[src/rtl/midi_framer_if.sv]
// Byte-stream input and event-queue output bundle for midi_framer.
// Defining MIDI_FRAMER_CHANNEL_FILTER_EN adds the midi_channel/omni channel-select signals.
interface midi_framer_if;
    logic [7:0] byte_data;
    logic       byte_valid;
    logic       midi_event_valid;
    logic [7:0] midi_command;
    logic [6:0] midi_parameter_1;
    logic [6:0] midi_parameter_2;
    logic       midi_event_ack;
    logic       overflow;
`ifdef MIDI_FRAMER_CHANNEL_FILTER_EN
    logic [3:0] midi_channel;
    logic       omni;

    modport slave (
        input  byte_data, byte_valid, midi_event_ack, midi_channel, omni,
        output midi_event_valid, midi_command, midi_parameter_1,
               midi_parameter_2, overflow
    );

    modport master (
        output byte_data, byte_valid, midi_event_ack, midi_channel, omni,
        input  midi_event_valid, midi_command, midi_parameter_1,
               midi_parameter_2, overflow
    );
`else
    modport slave (
        input  byte_data, byte_valid, midi_event_ack,
        output midi_event_valid, midi_command, midi_parameter_1,
               midi_parameter_2, overflow
    );

    modport master (
        output byte_data, byte_valid, midi_event_ack,
        input  midi_event_valid, midi_command, midi_parameter_1,
               midi_parameter_2, overflow
    );
`endif
endinterface

[src/rtl/midi_framer.sv]
// MIDI byte-stream framer: assembles channel-voice events and queues them for the consumer.
// Optional channel filtering is enabled by defining MIDI_FRAMER_CHANNEL_FILTER_EN.
module midi_framer #(
    parameter int FIFO_DEPTH = 4
) (
    input logic          clk,
    input logic          rst_n,
    midi_framer_if.slave bus
);
    localparam int          PW      = (FIFO_DEPTH > 1) ? $clog2(FIFO_DEPTH) : 1;
    localparam logic [PW:0] DEPTH_C = (PW + 1)'(FIFO_DEPTH);

    typedef enum logic [2:0] {
        IDLE,
        WAIT_P1,
        WAIT_P2,
        SYSEX,
        SKIP_COMMON
    } state_t;

    state_t      state_q, state_d;
    logic [7:0]  status_q, status_d;
    logic [6:0]  p1_q, p1_d;
    logic [1:0]  skip_q, skip_d;

    logic        is_realtime;
    logic        evt_done;
    logic [6:0]  evt_p1;
    logic [6:0]  evt_p2;
    logic [7:0]  norm_cmd;
    logic [6:0]  norm_p2;
    logic        chan_ok;
    logic        accept;

    logic [21:0] mem_q [FIFO_DEPTH];
    logic [PW-1:0] wr_ptr_q, rd_ptr_q;
    logic [PW:0] count_q;
    logic        overflow_q;
    logic        empty;
    logic        full;
    logic        push;
    logic        pop;
    logic        drop;
    logic [21:0] head;

    assign is_realtime = (bus.byte_data >= 8'hF8);

    always_ff @(posedge clk) begin
        if (!rst_n) begin
            state_q  <= IDLE;
            status_q <= 8'h00;
            p1_q     <= 7'h00;
            skip_q   <= 2'd0;
        end else begin
            state_q  <= state_d;
            status_q <= status_d;
            p1_q     <= p1_d;
            skip_q   <= skip_d;
        end
    end

    // Every non-realtime status byte is handled identically in all states, which also ends SysEx.
    always_comb begin
        state_d  = state_q;
        status_d = status_q;
        p1_d     = p1_q;
        skip_d   = skip_q;
        evt_done = 1'b0;
        evt_p1   = p1_q;
        evt_p2   = 7'h00;

        if (bus.byte_valid && !is_realtime) begin
            if (bus.byte_data[7]) begin
                if (bus.byte_data < 8'hF0) begin
                    status_d = bus.byte_data;
                    state_d  = WAIT_P1;
                end else begin
                    status_d = 8'h00;
                    case (bus.byte_data)
                        8'hF0: state_d = SYSEX;
                        8'hF1, 8'hF3: begin
                            state_d = SKIP_COMMON;
                            skip_d  = 2'd1;
                        end
                        8'hF2: begin
                            state_d = SKIP_COMMON;
                            skip_d  = 2'd2;
                        end
                        default: state_d = IDLE;
                    endcase
                end
            end else begin
                case (state_q)
                    WAIT_P1: begin
                        p1_d = bus.byte_data[6:0];
                        if (status_q[7:5] == 3'b110) begin
                            evt_done = 1'b1;
                            evt_p1   = bus.byte_data[6:0];
                        end else begin
                            state_d = WAIT_P2;
                        end
                    end
                    WAIT_P2: begin
                        evt_done = 1'b1;
                        evt_p2   = bus.byte_data[6:0];
                        state_d  = WAIT_P1;
                    end
                    SKIP_COMMON: begin
                        skip_d = skip_q - 2'd1;
                        if (skip_q <= 2'd1) begin
                            state_d = IDLE;
                        end
                    end
                    default: begin
                    end
                endcase
            end
        end
    end

    // Note On with velocity 0 is reported as Note Off with the default release velocity.
    always_comb begin
        norm_cmd = status_q;
        norm_p2  = evt_p2;
        if ((status_q[7:4] == 4'h9) && (evt_p2 == 7'h00)) begin
            norm_cmd = {4'h8, status_q[3:0]};
            norm_p2  = 7'h40;
        end
    end

`ifdef MIDI_FRAMER_CHANNEL_FILTER_EN
    assign chan_ok = bus.omni || (status_q[3:0] == bus.midi_channel);
`else
    assign chan_ok = 1'b1;
`endif

    assign accept = evt_done && chan_ok;
    assign empty  = (count_q == '0);
    assign full   = (count_q == DEPTH_C);
    assign pop    = !empty && bus.midi_event_ack;
    assign push   = accept && (!full || pop);
    assign drop   = accept && full && !pop;

    always_ff @(posedge clk) begin
        if (!rst_n) begin
            wr_ptr_q   <= '0;
            rd_ptr_q   <= '0;
            count_q    <= '0;
            overflow_q <= 1'b0;
        end else begin
            if (push) begin
                wr_ptr_q <= wr_ptr_q + PW'(1);
            end
            if (pop) begin
                rd_ptr_q <= rd_ptr_q + PW'(1);
            end
            if (push && !pop) begin
                count_q <= count_q + (PW + 1)'(1);
            end else if (pop && !push) begin
                count_q <= count_q - (PW + 1)'(1);
            end
            if (drop) begin
                overflow_q <= 1'b1;
            end
        end
    end

    // Queue storage needs no reset: the outputs are masked whenever the queue is empty.
    always_ff @(posedge clk) begin
        if (push) begin
            mem_q[wr_ptr_q] <= {norm_cmd, evt_p1, norm_p2};
        end
    end

    assign head                 = mem_q[rd_ptr_q];
    assign bus.midi_event_valid = !empty;
    assign bus.midi_command     = empty ? 8'h00 : head[21:14];
    assign bus.midi_parameter_1 = empty ? 7'h00 : head[13:7];
    assign bus.midi_parameter_2 = empty ? 7'h00 : head[6:0];
    assign bus.overflow         = overflow_q;

endmodule

[src/flat_wrapper.sv]
// flat-port wrapper written by rule: the top's interface ports become plain ports
module midi_framer_flat 
#(
    parameter int FIFO_DEPTH = 4
)
  (clk, rst_n, bus_byte_data, bus_byte_valid, bus_midi_event_ack, bus_midi_event_valid, bus_midi_command, bus_midi_parameter_1, bus_midi_parameter_2, bus_overflow);
  midi_framer_if bus_i ();
  input logic clk;
  input logic rst_n;
  input wire logic [$bits(bus_i.byte_data)-1:0] bus_byte_data;
  input wire logic [$bits(bus_i.byte_valid)-1:0] bus_byte_valid;
  input wire logic [$bits(bus_i.midi_event_ack)-1:0] bus_midi_event_ack;
  output wire logic [$bits(bus_i.midi_event_valid)-1:0] bus_midi_event_valid;
  output wire logic [$bits(bus_i.midi_command)-1:0] bus_midi_command;
  output wire logic [$bits(bus_i.midi_parameter_1)-1:0] bus_midi_parameter_1;
  output wire logic [$bits(bus_i.midi_parameter_2)-1:0] bus_midi_parameter_2;
  output wire logic [$bits(bus_i.overflow)-1:0] bus_overflow;
  assign bus_i.byte_data = bus_byte_data;
  assign bus_i.byte_valid = bus_byte_valid;
  assign bus_i.midi_event_ack = bus_midi_event_ack;
  assign bus_midi_event_valid = bus_i.midi_event_valid;
  assign bus_midi_command = bus_i.midi_command;
  assign bus_midi_parameter_1 = bus_i.midi_parameter_1;
  assign bus_midi_parameter_2 = bus_i.midi_parameter_2;
  assign bus_overflow = bus_i.overflow;
  midi_framer #(.FIFO_DEPTH(FIFO_DEPTH)) u_core (.clk(clk), .rst_n(rst_n), .bus(bus_i));
endmodule
[config.mk]
export PLATFORM = sky130hd
export DESIGN_NAME = midi_framer_flat
export DESIGN_NICKNAME = d
export VERILOG_FILES = /design/src/rtl/midi_framer_if.sv /design/src/rtl/midi_framer.sv /design/src/flat_wrapper.sv
export SDC_FILE = /design/constraint.sdc
export NUM_CORES = 1
export LEC_CHECK = 0
export BUFFER_PORTS_ARGS = -buffer_cell sky130_fd_sc_hd__buf_4
export CORE_ASPECT_RATIO = 0.75
export CORE_UTILIZATION = 43
export DETAILED_ROUTE_END_ITERATION = 8
export PLACE_DENSITY = 0.57
export SETUP_SLACK_MARGIN = 0.15
export SLEW_MARGIN = 30
export SYNTH_ARGS = -nofsm -noshare
export SYNTH_HDL_FRONTEND = slang
export SYNTH_SLANG_ARGS = --single-unit
[constraint.sdc]
create_clock -name clk -period 5.5 [get_ports clk]
set_clock_uncertainty 0.2 [all_clocks]
set_input_delay 0.825 -clock clk [delete_from_list [all_inputs] [get_ports clk]]
set_output_delay 0.825 -clock clk [all_outputs]
set_load 0.1 [all_outputs]
==> results.md <==
- Critical path class: reg -> out
- Clk sinks: 118
- Cts bufs inserted: 17
- Max_slew headroom: 48.0%
- Congestion Overflow GR: 0
- Number of routed nets with antenna violations: 0
- Syn_area_per_cell: 15.1 sq um
- Largest family of logic cells by synthesized area: multiplexers
- Synth Area in Compound Gates: 3.88%
- GPL Wtd Cong: 0.790
- GRT Total Usage: 18.3%
- Max-Cap Viols: 0
- Main flop type after synthesis: edfxtp_1
- Largest cells by area after synthesis: edfxtp_1 (53%), dfxtp_1 (12%), mux4_2 (10%)
- Most frequent cells after synthesis: edfxtp_1 (88), and2_1 (31), dfxtp_1 (30), mux4_2 (22), nand2_1 (19)
- Most numerous cell in the Yosys netlist: edfxtp_1
- Post-layout nets: 388
- Tmin final: 3.15 ns
- Row Count: 33
- Clock Path Buffers: 2
- CTS root buf: clkbuf_16
- Cell count after synthesis: 328
- Required time worst endpoint: 4.47 ns
- Number of global-route vias before repair: 2869
- Post-CTS setup buffers: 0
- Clock Latency Late Sink: 0.40 ns
- Pre-Repair DR Iteration Count: 4
- Static leakage: 0.00221 uW
- RSZ-0062 raised after global routing: false
- CTS tree: built
- Vias per inst: 5.40
- Initial antenna violation count: 0
- Layout cells sized above 1: 28.6%
- First-pass GRT wire length: 15600 um
- Syn-to-layout area delta: 19.6%
- # diodes: 0
- Vias: 2812
- Ys async rst share: 0%
- Die ar.: 12000 sq um
- Final hold violations: 0
- Std-Cell Core Area: 11100 sq um
- Cell taking the most area after synthesis: edfxtp_1
- Hold buffer count at cts: 0
- Initial cell density of the core: 44.9%
- Post-Synth XOR/XNOR Area: 0.882%
- YS warnings: 0
- Final setup vio count: 0
- Fmax: 317 MHz
- Outcome: completed
- DR WL/cell: 19.2 um
- Hpwl dp: 6260 um
- CP Data Arrival Time: 2.13 ns
- Actual slew at the worst max-slew pin: 0.779 ns
- Post-Route WL: 10000 um
- Crit end category: output pin
- Met1 Usage GRT: 24.3%
- IO Port Bufs: 35
- Fill cell count: 956
- VDD IR max: 0.000257 V
- Mux share of post-synthesis cell area: 14.0%
- Seq/Total Area, Yosys: 65.3%
- Met3 Resource Use GR: 5.33%
- Synth unique cells: 48
- Largest net degree at the start of global routing: 26
- Share of Yosys cell area claimed by the top area cell type: 53.2%
- Clk slew on worst S/H paths: 0.06 ns
- Worst hold path type: reg -> reg
- Synthesis-stage register bit count: 118
- Die X: 126 um
- Area share of and/or/nand/nor cells after synthesis: 11.9%
- Post-synthesis cell area: 4970 sq um
- Post-cts sizing count: 0
- H-tree levels: 4
- DRC: 0
- WHS: 0.271 ns
- Io pins: 36
- Number of synthesized flops with an enable pin: 88
- Busiest grt layer: met2
- Synth Area in Adders: 1.91%
- DRT iter0 DRCs: 193
- Setup TNS: 0 ns
- Fin. max-slew vios: 0
- Crit path launch type: register
- Met2 Use GR: 29.1%
- Power density over the cells: 507 nW/um^2
- Height of the chip: 95.1 um
- Syn nets: 347
- Final period util: 57.3%
- CP Max Fanout: 22
registers in the layout, indices dropped and copies added, names as in the netlist, named ones only:
signal	cells
u_core.mem_q	88
u_core.p1_q	7
u_core.state_q	3
u_core.status_q	8
u_core.wr_ptr_q	2
u_core.bus.overflow	1
u_core.count_q	3
u_core.skip_q	2
u_core.rd_ptr_q	2
layout by cell type (no fill, tap or decap), types with 3 or more instances in the layout:
master | synthesis | routed
edfxtp_1 | 88 | 88
buf_4 | 0 | 40
dfxtp_1 | 30 | 29
and2_1 | 31 | 27
mux4_2 | 22 | 22
nand2_1 | 19 | 19
nor2_1 | 17 | 17
clkbuf_16 | 0 | 17
mux2i_1 | 12 | 12
a21oi_1 | 11 | 11
nand4_1 | 10 | 10
inv_1 | 8 | 8
mux2_2 | 7 | 7
ha_1 | 6 | 6
and2_2 | 1 | 5
clkinv_2 | 0 | 5
xor2_1 | 4 | 4
nand3_1 | 4 | 4
clkinv_1 | 0 | 4
nor2b_1 | 3 | 3
o21a_1 | 3 | 3
o21ai_0 | 3 | 3
bufinv_16 | 0 | 3
through the flow:
stage	power [uW]	setup WS [ns]	utilization (%)	std cells	cell area, sq um
3_5_place_dp	1980	2.09	48.5	490	5370
3_3_place_gp	1970	1.93	48.5	490	5360
4_1_cts	3040	2.29	53.7	521	5940
6_report	3010	2.35	53.7	521	5940
5_1_grt	3110	2.23	53.7	521	5940
2_1_floorplan	1790	1.95	-	328	4970
critical path, stage by stage (launching register included):
cell and delay, ns:
dfxtp_1 0.31, buf_4 0.41, mux4_2 0.58, and2_1 0.18, buf_4 0.23
worst paths after layout:
path,slack (ns),startpoint,end,cells past startpoint
worst min register to register,0.27,u_core.bus.overflow$_SDFFE_PN0P_,u_core.bus.overflow$_SDFFE_PN0P_,1
worst min-delay path,0.27,u_core.bus.overflow$_SDFFE_PN0P_,u_core.bus.overflow$_SDFFE_PN0P_,1
worst max-delay path,2.35,register,bus_midi_command[1],4
worst max register to register,2.58,u_core.status_q[6]$_SDFFE_PN0P_,u_core.count_q[2]$_SDFFE_PN0P_,9
report_power, final:
group / total (uW) / switching (uW) / internal (uW)
logic: 945 / 716 / 229
registers: 1000 / 25.8 / 975
clock network: 1070 / 368 / 698
total: 3010 / 1110 / 1900
per-layer routing:
metal / up-vias / wire, um
li1: 1323 / -
met1: 1429 / 4880
met2: 52 / 4650
met3: 8 / 412
met4: 0 / 72
met5: - / 0
cell families (layout without fill, tap and decap cells):
kind of cell / after synthesis / count (layout)
flops: 118 / 118
simple gates: 103 / 103
mux: 41 / 41
compound gates: 28 / 28
buf+inv: 26 / 79
fa+ha+maj: 7 / 7
xor+xnor: 5 / 5
area by class of cell:
class	count	area (sq um)	share of cell area, %
Timing Repair Buffer	40	300	5.06
Clock inverter	13	139	2.34
Tap cell	140	175	2.95
Inverter	8	30.0	0.506
Clock buffer	18	429	7.23
Sequential cell	118	3240	54.6
Multi-Input combinational cell	184	1620	27.3
Power figures use the tool's default switching activity.
